===== src/rtl/pipe_pkg.sv =====
// Shared definitions for the elastic pipeline stage buffer.
// Holds the default bundle widths, field positions inside the control and data
// bundles, the buffer state encoding and the all-zero (NOP) control value.
package pipe_pkg;

    // Default widths for the ID/EX boundary.
    localparam int CTRL_W_DEF = 10;
    localparam int DATA_W_DEF = 138;
    localparam int CNT_W_DEF  = 16;

    // Control bundle layout, MSB first:
    // MemToReg, MemToWrite, AluOp[2:0], RegWrite, RegDst, Branch, MemRead, Alusrc
    localparam int CTRL_ALUSRC_BIT     = 0;
    localparam int CTRL_MEMREAD_BIT    = 1;
    localparam int CTRL_BRANCH_BIT     = 2;
    localparam int CTRL_REGDST_BIT     = 3;
    localparam int CTRL_REGWRITE_BIT   = 4;
    localparam int CTRL_ALUOP_LSB      = 5;
    localparam int CTRL_ALUOP_W        = 3;
    localparam int CTRL_MEMTOWRITE_BIT = 8;
    localparam int CTRL_MEMTOREG_BIT   = 9;

    // Payload layout, MSB first:
    // Read_D1, Read_D2, Sign_Extend, PC_adder (32b each), Ins_2016, Ins_1511 (5b each)
    localparam int DATA_INS1511_LSB  = 0;
    localparam int DATA_INS2016_LSB  = 5;
    localparam int DATA_PC_ADDER_LSB = 10;
    localparam int DATA_SIGN_EXT_LSB = 42;
    localparam int DATA_READ_D2_LSB  = 74;
    localparam int DATA_READ_D1_LSB  = 106;

    // Occupancy of the two-slot buffer (main slot drives the outputs).
    typedef enum logic [1:0] {
        ST_EMPTY = 2'd0,
        ST_ONE   = 2'd1,
        ST_TWO   = 2'd2
    } state_e;

    // Control value presented on bubbles: no register write, no store, no branch.
    localparam logic [CTRL_W_DEF-1:0] CTRL_NOP = '0;

    // True when a default-layout control word has an architectural side effect.
    function automatic logic ctrl_has_side_effect(input logic [CTRL_W_DEF-1:0] c);
        return c[CTRL_REGWRITE_BIT] | c[CTRL_MEMTOWRITE_BIT] | c[CTRL_BRANCH_BIT];
    endfunction

endpackage


===== src/rtl/pipe_sat_cnt.sv =====
// Saturating event counter: counts cycles with inc=1, sticks at all-ones.
// Latency: count visible the cycle after the counted event.
// Backpressure: none; a plain event sink.
// Ports: clk, rst_n (async active-low), inc (count this cycle), cnt (current value).
module pipe_sat_cnt #(
    parameter int W = 16
) (
    input  logic         clk,
    input  logic         rst_n,
    input  logic         inc,
    output logic [W-1:0] cnt
);

    always_ff @(posedge clk or negedge rst_n) begin
        if (!rst_n) begin
            cnt <= '0;
        end else if (inc && (cnt != {W{1'b1}})) begin
            cnt <= cnt + W'(1);
        end
    end

endmodule


===== src/rtl/pipe_stage_buf.sv =====
// Elastic pipeline register (ID/EX, EX/MEM, MEM/WB) with a 2-entry skid buffer.
// Latency: one cycle from input accept to output valid; sustains 1 entry/cycle.
// Backpressure: in_ready is registered and drops only when both slots are full.
//
// Ports:
//   clk, rst_n            clock and asynchronous active-low reset
//   in_valid/in_ready     upstream handshake; in_ctrl/in_data upstream bundle
//   flush                 kills held and incoming entries, output becomes a bubble
//   out_valid/out_ready   downstream handshake; out_ctrl/out_data registered bundle
//   stall_cnt, bubble_cnt, flush_cnt
//                         saturating perf counters, only with PIPE_STAGE_PERF_EN
//
// Build option: define PIPE_STAGE_PERF_EN to add the perf counters.
module pipe_stage_buf
    import pipe_pkg::*;
#(
    parameter int CTRL_W = CTRL_W_DEF,
    parameter int DATA_W = DATA_W_DEF,
    parameter int CNT_W  = CNT_W_DEF
) (
    input  logic              clk,
    input  logic              rst_n,

    input  logic              in_valid,
    output logic              in_ready,
    input  logic [CTRL_W-1:0] in_ctrl,
    input  logic [DATA_W-1:0] in_data,

    input  logic              flush,

    output logic              out_valid,
    input  logic              out_ready,
    output logic [CTRL_W-1:0] out_ctrl,
    output logic [DATA_W-1:0] out_data
`ifdef PIPE_STAGE_PERF_EN
    ,
    output logic [CNT_W-1:0]  stall_cnt,
    output logic [CNT_W-1:0]  bubble_cnt,
    output logic [CNT_W-1:0]  flush_cnt
`endif
);

    localparam logic [CTRL_W-1:0] NOP = CTRL_W'(CTRL_NOP);

    state_e             state;
    logic               in_ready_q;
    logic               out_valid_q;
    logic [CTRL_W-1:0]  main_ctrl;
    logic [DATA_W-1:0]  main_data;
    logic [CTRL_W-1:0]  skid_ctrl;
    logic [DATA_W-1:0]  skid_data;

    logic               in_xfer;
    logic               out_xfer;

    assign in_xfer  = in_valid & in_ready_q;
    assign out_xfer = out_valid_q & out_ready;

    // in_ready and out_valid are kept as registers updated alongside the state,
    // so neither depends combinationally on the downstream ready.
    // main_ctrl is cleared on every transition into EMPTY, which keeps the
    // bubble-is-NOP property purely registered (no output mux on valid).
    always_ff @(posedge clk or negedge rst_n) begin
        if (!rst_n) begin
            state       <= ST_EMPTY;
            in_ready_q  <= 1'b1;
            out_valid_q <= 1'b0;
            main_ctrl   <= NOP;
            main_data   <= '0;
            skid_ctrl   <= NOP;
            skid_data   <= '0;
        end else if (flush) begin
            // Held entries and any same-cycle input are dropped; data is left
            // as-is since it is meaningless without valid.
            state       <= ST_EMPTY;
            in_ready_q  <= 1'b1;
            out_valid_q <= 1'b0;
            main_ctrl   <= NOP;
        end else begin
            unique case (state)
                ST_EMPTY: begin
                    if (in_xfer) begin
                        state       <= ST_ONE;
                        out_valid_q <= 1'b1;
                        main_ctrl   <= in_ctrl;
                        main_data   <= in_data;
                    end
                end
                ST_ONE: begin
                    if (in_xfer && !out_xfer) begin
                        // Downstream stalled this cycle: park the newcomer.
                        state      <= ST_TWO;
                        in_ready_q <= 1'b0;
                        skid_ctrl  <= in_ctrl;
                        skid_data  <= in_data;
                    end else if (in_xfer && out_xfer) begin
                        main_ctrl <= in_ctrl;
                        main_data <= in_data;
                    end else if (out_xfer) begin
                        state       <= ST_EMPTY;
                        out_valid_q <= 1'b0;
                        main_ctrl   <= NOP;
                    end
                end
                ST_TWO: begin
                    // in_ready is low here, so no capture can coincide.
                    if (out_xfer) begin
                        state      <= ST_ONE;
                        in_ready_q <= 1'b1;
                        main_ctrl  <= skid_ctrl;
                        main_data  <= skid_data;
                    end
                end
                default: begin
                    state       <= ST_EMPTY;
                    in_ready_q  <= 1'b1;
                    out_valid_q <= 1'b0;
                    main_ctrl   <= NOP;
                end
            endcase
        end
    end

    assign in_ready  = in_ready_q;
    assign out_valid = out_valid_q;
    assign out_ctrl  = main_ctrl;
    assign out_data  = main_data;

`ifdef PIPE_STAGE_PERF_EN
    pipe_sat_cnt #(.W(CNT_W)) u_stall_cnt (
        .clk   (clk),
        .rst_n (rst_n),
        .inc   (out_valid_q & ~out_ready),
        .cnt   (stall_cnt)
    );

    pipe_sat_cnt #(.W(CNT_W)) u_bubble_cnt (
        .clk   (clk),
        .rst_n (rst_n),
        .inc   (~out_valid_q),
        .cnt   (bubble_cnt)
    );

    pipe_sat_cnt #(.W(CNT_W)) u_flush_cnt (
        .clk   (clk),
        .rst_n (rst_n),
        .inc   (flush),
        .cnt   (flush_cnt)
    );
`endif

endmodule

===== config.mk =====
export PLATFORM = sky130hd
export DESIGN_NAME = pipe_stage_buf
export DESIGN_NICKNAME = d
export VERILOG_FILES = /design/src/rtl/pipe_pkg.sv /design/src/rtl/pipe_sat_cnt.sv /design/src/rtl/pipe_stage_buf.sv
export SDC_FILE = /design/constraint.sdc
export NUM_CORES = 1
export LEC_CHECK = 0
export ABC_CLOCK_PERIOD_IN_PS = 2450
export CAP_MARGIN = 20
export CORE_MARGIN = 2
export CORE_UTILIZATION = 45
export DETAILED_ROUTE_END_ITERATION = 8
export PLACE_DENSITY = 0.79
export SKIP_CTS_REPAIR_TIMING = 1
export SYNTH_ARGS = -nofsm -noshare
export SYNTH_HDL_FRONTEND = slang
export SYNTH_SLANG_ARGS = --single-unit
export TNS_END_PERCENT = 20

===== constraint.sdc =====
create_clock -name clk -period 2.45 [get_ports clk]
set_input_delay 0.49 -clock clk [delete_from_list [all_inputs] [get_ports clk]]
set_output_delay 0.49 -clock clk [all_outputs]
set_load 0.005 [all_outputs]

== Word level (Yosys, flattened, before mapping) ==
Index checks and enable logic that the tools add are counted.
Storage, ports and cells
  bits in registers: 300
  input port bits: 153
  logic and storage cells: 67
Cells by class
  eq/ne operators: 17
  muxes and demuxes: 29
  bitwise logic cells: 3
  reduce and logical (&&, ||, !) cells: 11
Operators by type and width (count)
  $mux W138: 4
  $pmux W138 S3: 1
  $mux W10: 6
  $pmux W10 S3: 1
  $ne A3 B3 Y1 const B: 6
  $mux W2: 6
  $ne A2 B2 Y1 const B: 6
  $ne A4 B4 Y1 const B: 3
  $mux W1: 8
  $reduce_and A4 Y1: 2
  $pmux W1 S3: 2
  $pmux W2 S3: 1
  $reduce_and A3 Y1: 2
  $reduce_and A6 Y1: 1
  $reduce_and A5 Y1: 1
  $reduce_bool A3 Y1: 1
  $and A1 B1 Y1: 2
  $eq A2 B1 Y1 const B: 1
  $eq A2 B2 Y1 const B: 1
  $logic_and A1 B1 Y1: 2
  $logic_not A2 Y1: 1
  $logic_not A1 Y1: 1
  $not A1 Y1: 1

== Logic depth before layout (Yosys ltp) ==
  word-level depth: 6
  gate-level depth with buffers: 8
  depth with buffers taken out: 4

== Worst setup path before layout ==
Ideal clock, no wire load.
  path type: reg2reg
  start: register in_ready_q, in the netlist in_ready
  end: register skid_data[100]
  library setup time: 0.127 ns
  arrival: 1.732 ns
  path slack: 0.591 ns
  cell stages (with the launch flop): 7
  path through: dfstp_2 -> nand2_1 -> or2_1 -> nor3_4 -> buf_4 -> buf_6 -> mux2_1
Between the ends
  longest elaborated chain between the ends: 3
RTL lines
  start, declared: RTL line pipe_stage_buf.sv:46  | logic in_ready_q;
  start signal, assigned: RTL line pipe_stage_buf.sv:66  | in_ready_q <= 1'b1;
  start signal, assigned: RTL line pipe_stage_buf.sv:76  | in_ready_q <= 1'b1;
  start signal, assigned: RTL line pipe_stage_buf.sv:93  | in_ready_q <= 1'b0;
  $and A1 B1 Y1: RTL line pipe_stage_buf.sv:56  | assign in_xfer = in_valid & in_ready_q;
  $logic_and A1 B1 Y1: RTL line pipe_stage_buf.sv:90  | if (in_xfer && !out_xfer) begin
  $reduce_and A3 Y1 (no line)
  end signal, assigned: RTL line pipe_stage_buf.sv:95  | skid_data <= in_data;
  end, declared: RTL line pipe_stage_buf.sv:51  | logic [DATA_W-1:0] skid_data;
Every way passes these cells.
A chain may end at the register's enable or synchronous reset.

== Worst setup path after layout ==
  start: register state[1]
  end: register main_data[24], in the netlist out_data[24]
Between the ends
  longest elaborated chain between the ends: 3
  elaborated cells between the ends (all ways): 10
RTL lines
  start, declared: RTL line pipe_stage_buf.sv:45  | state_e state;
  start signal, assigned: RTL line pipe_stage_buf.sv:65  | state <= ST_EMPTY;
  start signal, assigned: RTL line pipe_stage_buf.sv:75  | state <= ST_EMPTY;
  start signal, assigned: RTL line pipe_stage_buf.sv:83  | state <= ST_ONE;
  $eq A2 B1 Y1 (tied with other cells): RTL line pipe_stage_buf.sv:80  | unique case (state)
  $ne A2 B2 Y1 (no line) / $reduce_bool A3 Y1 (equally long branches)
  $reduce_and A6 Y1 (no line)
  end signal, assigned: RTL line pipe_stage_buf.sv:86  | main_data <= in_data;
  end signal, assigned: RTL line pipe_stage_buf.sv:98  | main_data <= in_data;
  end signal, assigned: RTL line pipe_stage_buf.sv:111  | main_data <= skid_data;
  end, declared: RTL line pipe_stage_buf.sv:49  | logic [DATA_W-1:0] main_data;
Several ways; a longest one is shown, not always the timed one.

==> results.cfg <==
[critical_path]
startpoint_type = flop
crit_chain = nor2b_4, buf_12, mux2_2, mux2_2
cp_slowest_stage_delay_ns = 0.49
crit_path_frequent_cell = mux2_2
cpMaxStageDelayCell = dfrtp_1
crit_type = flop to flop
end_kind = flop
arrival_ns = 2.51
cp_max_fo = 95
crit_required_ns = 2.82

[cts]
cts_buffers = 34
clock_path_buffers = 3
cts-root-buf = clkbuf_16
h-tree-depth = 2
cts_tree = built
path_clk_slew_ns = 0.06
cts_num_sinks = 300
clk_latency_ns = 0.49

[drt]
viasPerCell = 5.160
firstDrtPassIters = 4
wire_per_inst_um = 18.84
drtAntennaViolNets = 0
drt_wl_total_um = 29490
via_count = 8076
initialDrtViolationCount = 231
drc = 0

[floorplanning]
die_w_um = 175.9
core_um2 = 28940
rows = 62
ioPinCount = 303
die_y_um = 175.9
dieArea_um2 = 30950
start_util_pct = 45.97

[global_route]
grt_max_degree = 96
antenna_found_initial = 2
grt_pass1_vias = 8739
grt_use_total_pct = 19.08
grt_pass1_wl_um = 46900
overflow = 0

[worst_hold_path]
hp-class = flop to flop

[yosys]
synth.distinct_cells = 31
synth_xor_area_share_pct = 0
synth_compound_area_share_pct = 2.211
synth_cells = 830
ys_top_cells_by_area = dfrtp_1 56%, mux2_2 23%, mux2_1 11%
yosys_register_bits = 300
yosysTopAreaCellShare_pct = 56.25
synth-async-reset-ratio_pct = 100.0
synth_ff_type = dfrtp_1
syn_area_um2 = 13300
synthSimpleGateAreaFrac_pct = 0.8466
ys_warn_count = 0
ys_seq_area_share_pct = 56.45
syn-num-nets = 983
yosys.area.top_type = dfrtp_1
muxShareOfSynthArea_pct = 36.66
syn_avg_cell_area_um2 = 16.03
synth_edf_count = 0
synthAdderAreaFrac_pct = 0
synth_top_family_by_area = multiplexers

[cells_and_area]
antenna_cells = 0
drive_above_1_share_pct = 33.53
area_growth_pct = 34.98
fin_cells = 1565
utilization_pct = 62.05
final_nets = 1312

[place]
finalWeightedCongestion = 0.7500
io_buffers = 302
place_ws_ns = -0.02871
hpwl_um = 20450
dp.cells = 1506

[pwr]
power_density_nw_per_um2 = 1071
p_clk_share_pct = 25.6
peakVddDrop_uv = 568.4
internal-power_mw = 14.33
p_sw_mw = 4.905
p_comb_share_pct = 30.4
seq_power_share_pct = 44.1
p_leak_nw = 7.512
p_sw_share_pct = 25.50
power_mw = 19.24

[timing]
fin_skew_ns = 0.01048
slew-limit-headroom_pct = 60.18
tns_ns = 0
setup_viol = 0
rsz0062_at_grt = no
worst_pin_slew_ns = 0.5972
post-route-period-util_pct = 87.36
hold_viol = 0
setup_slack_ns = 0.3096
slew_violations = 0
fmax_mhz = 467.2
min_period_ns = 2.140

[flow_run]
drv_cap = 0

[status]
status = complete, no violations
critical path: cells and delay by family, from the launching register on:
kind | cells | cell delay [ns]
mux | 2 | 0.68
flops | 1 | 0.49
buf+inv | 1 | 0.41
simple gates | 1 | 0.29
path summary, 6_finish.rpt:
path                                 end  slack [ns]           from  cells past startpoint
setup / recovery            out_data[24]        0.31       state[1]                      4
hold / removal             skid_data[76]        0.48  skid_data[76]                      1
setup reg to reg            out_data[24]        0.31       state[1]                      4
hold reg to reg            skid_data[76]        0.48  skid_data[76]                      1
max in group asynchronous  skid_data[54]        1.15          rst_n                      3
min in group asynchronous  skid_data[79]        0.53          rst_n                      2
synth_stat cells, types with 3 or more instances:
library cell / instances
nand2_1: 5
mux2_2: 270
nand3_1: 3
buf_8: 3
mux2_1: 127
clkbuf_1: 5
mux2_4: 27
a22o_1: 20
o21bai_1: 3
dfrtp_1: 299
buf_6: 34
buf_2: 6
a21oi_1: 7
buf_4: 4
flip-flops by register name (all words and copies together) (netlist names):
name / cells
in_ready: 1
skid_ctrl: 10
out_ctrl: 10
skid_data: 138
state: 2
out_data: 138
out_valid: 1
cell type report:
cell class              count  area (um2)
well taps                 384       480.5
repair buffers            346        3586
multi-input cells         477        5283
fillers                  2174       10980
clock inverters             2       10.01
flip-flops and latches    300        7508
clock buffers              56        1087
stage by stage:
| stage | hold WS (ns) | cell area (um2) |
|---|---|---|
| global placement | 0.4610 | 16850 |
| CTS | -0.05157 | 17940 |
| global route | 0.4955 | 17950 |
| floorplan | 0.1944 | 13300 |
| finish | 0.4793 | 17950 |
| detailed placement | 0.4684 | 16850 |
metal layers:
layer	vias to the layer above	global-route usage, %	wire length, um
met1	4081	24.76	12550
li1	3678	-	-
met2	262	31.30	14050
met4	4	5.613	720
met3	51	5.368	2132
met5	-	0	35
cells by family after synthesis:
kind of cell           count (synthesis)
flip-flops                           300
buffers and inverters                 53
AO/OA/AOI/OAI                         36
multiplexers                         424
AND/OR/NAND/NOR                       17
power groups by stage:
| stage | Sequential [mW] | Combinational [mW] | Clock (mW) |
|---|---|---|---|
| 3_5_place_dp | 8.52 | 5.92 | 0 |
| 5_1_grt | 8.76 | 6.31 | 5.26 |
| 6_report | 8.47 | 5.85 | 4.91 |
| 4_1_cts | 8.48 | 5.95 | 5.06 |
| 3_3_place_gp | 8.42 | 5.73 | 0 |
| 2_1_floorplan | 8.28 | 2.73 | 0 |
cell usage in the layout, fill, tap and decap left out, types with 2 or more instances in the layout:
cell / instances
clkdlybuf4s50_1: 301
dfrtp_1: 299
mux2_2: 270
mux2_1: 127
clkbuf_16: 37
mux2_4: 27
buf_4: 25
a22o_1: 20
buf_12: 18
clkbuf_1: 10
clkbuf_8: 9
a21oi_1: 7
nand2_1: 5
nand3_1: 3
o21bai_1: 3
clkinv_2: 2
(Power assumes the default switching activity.)
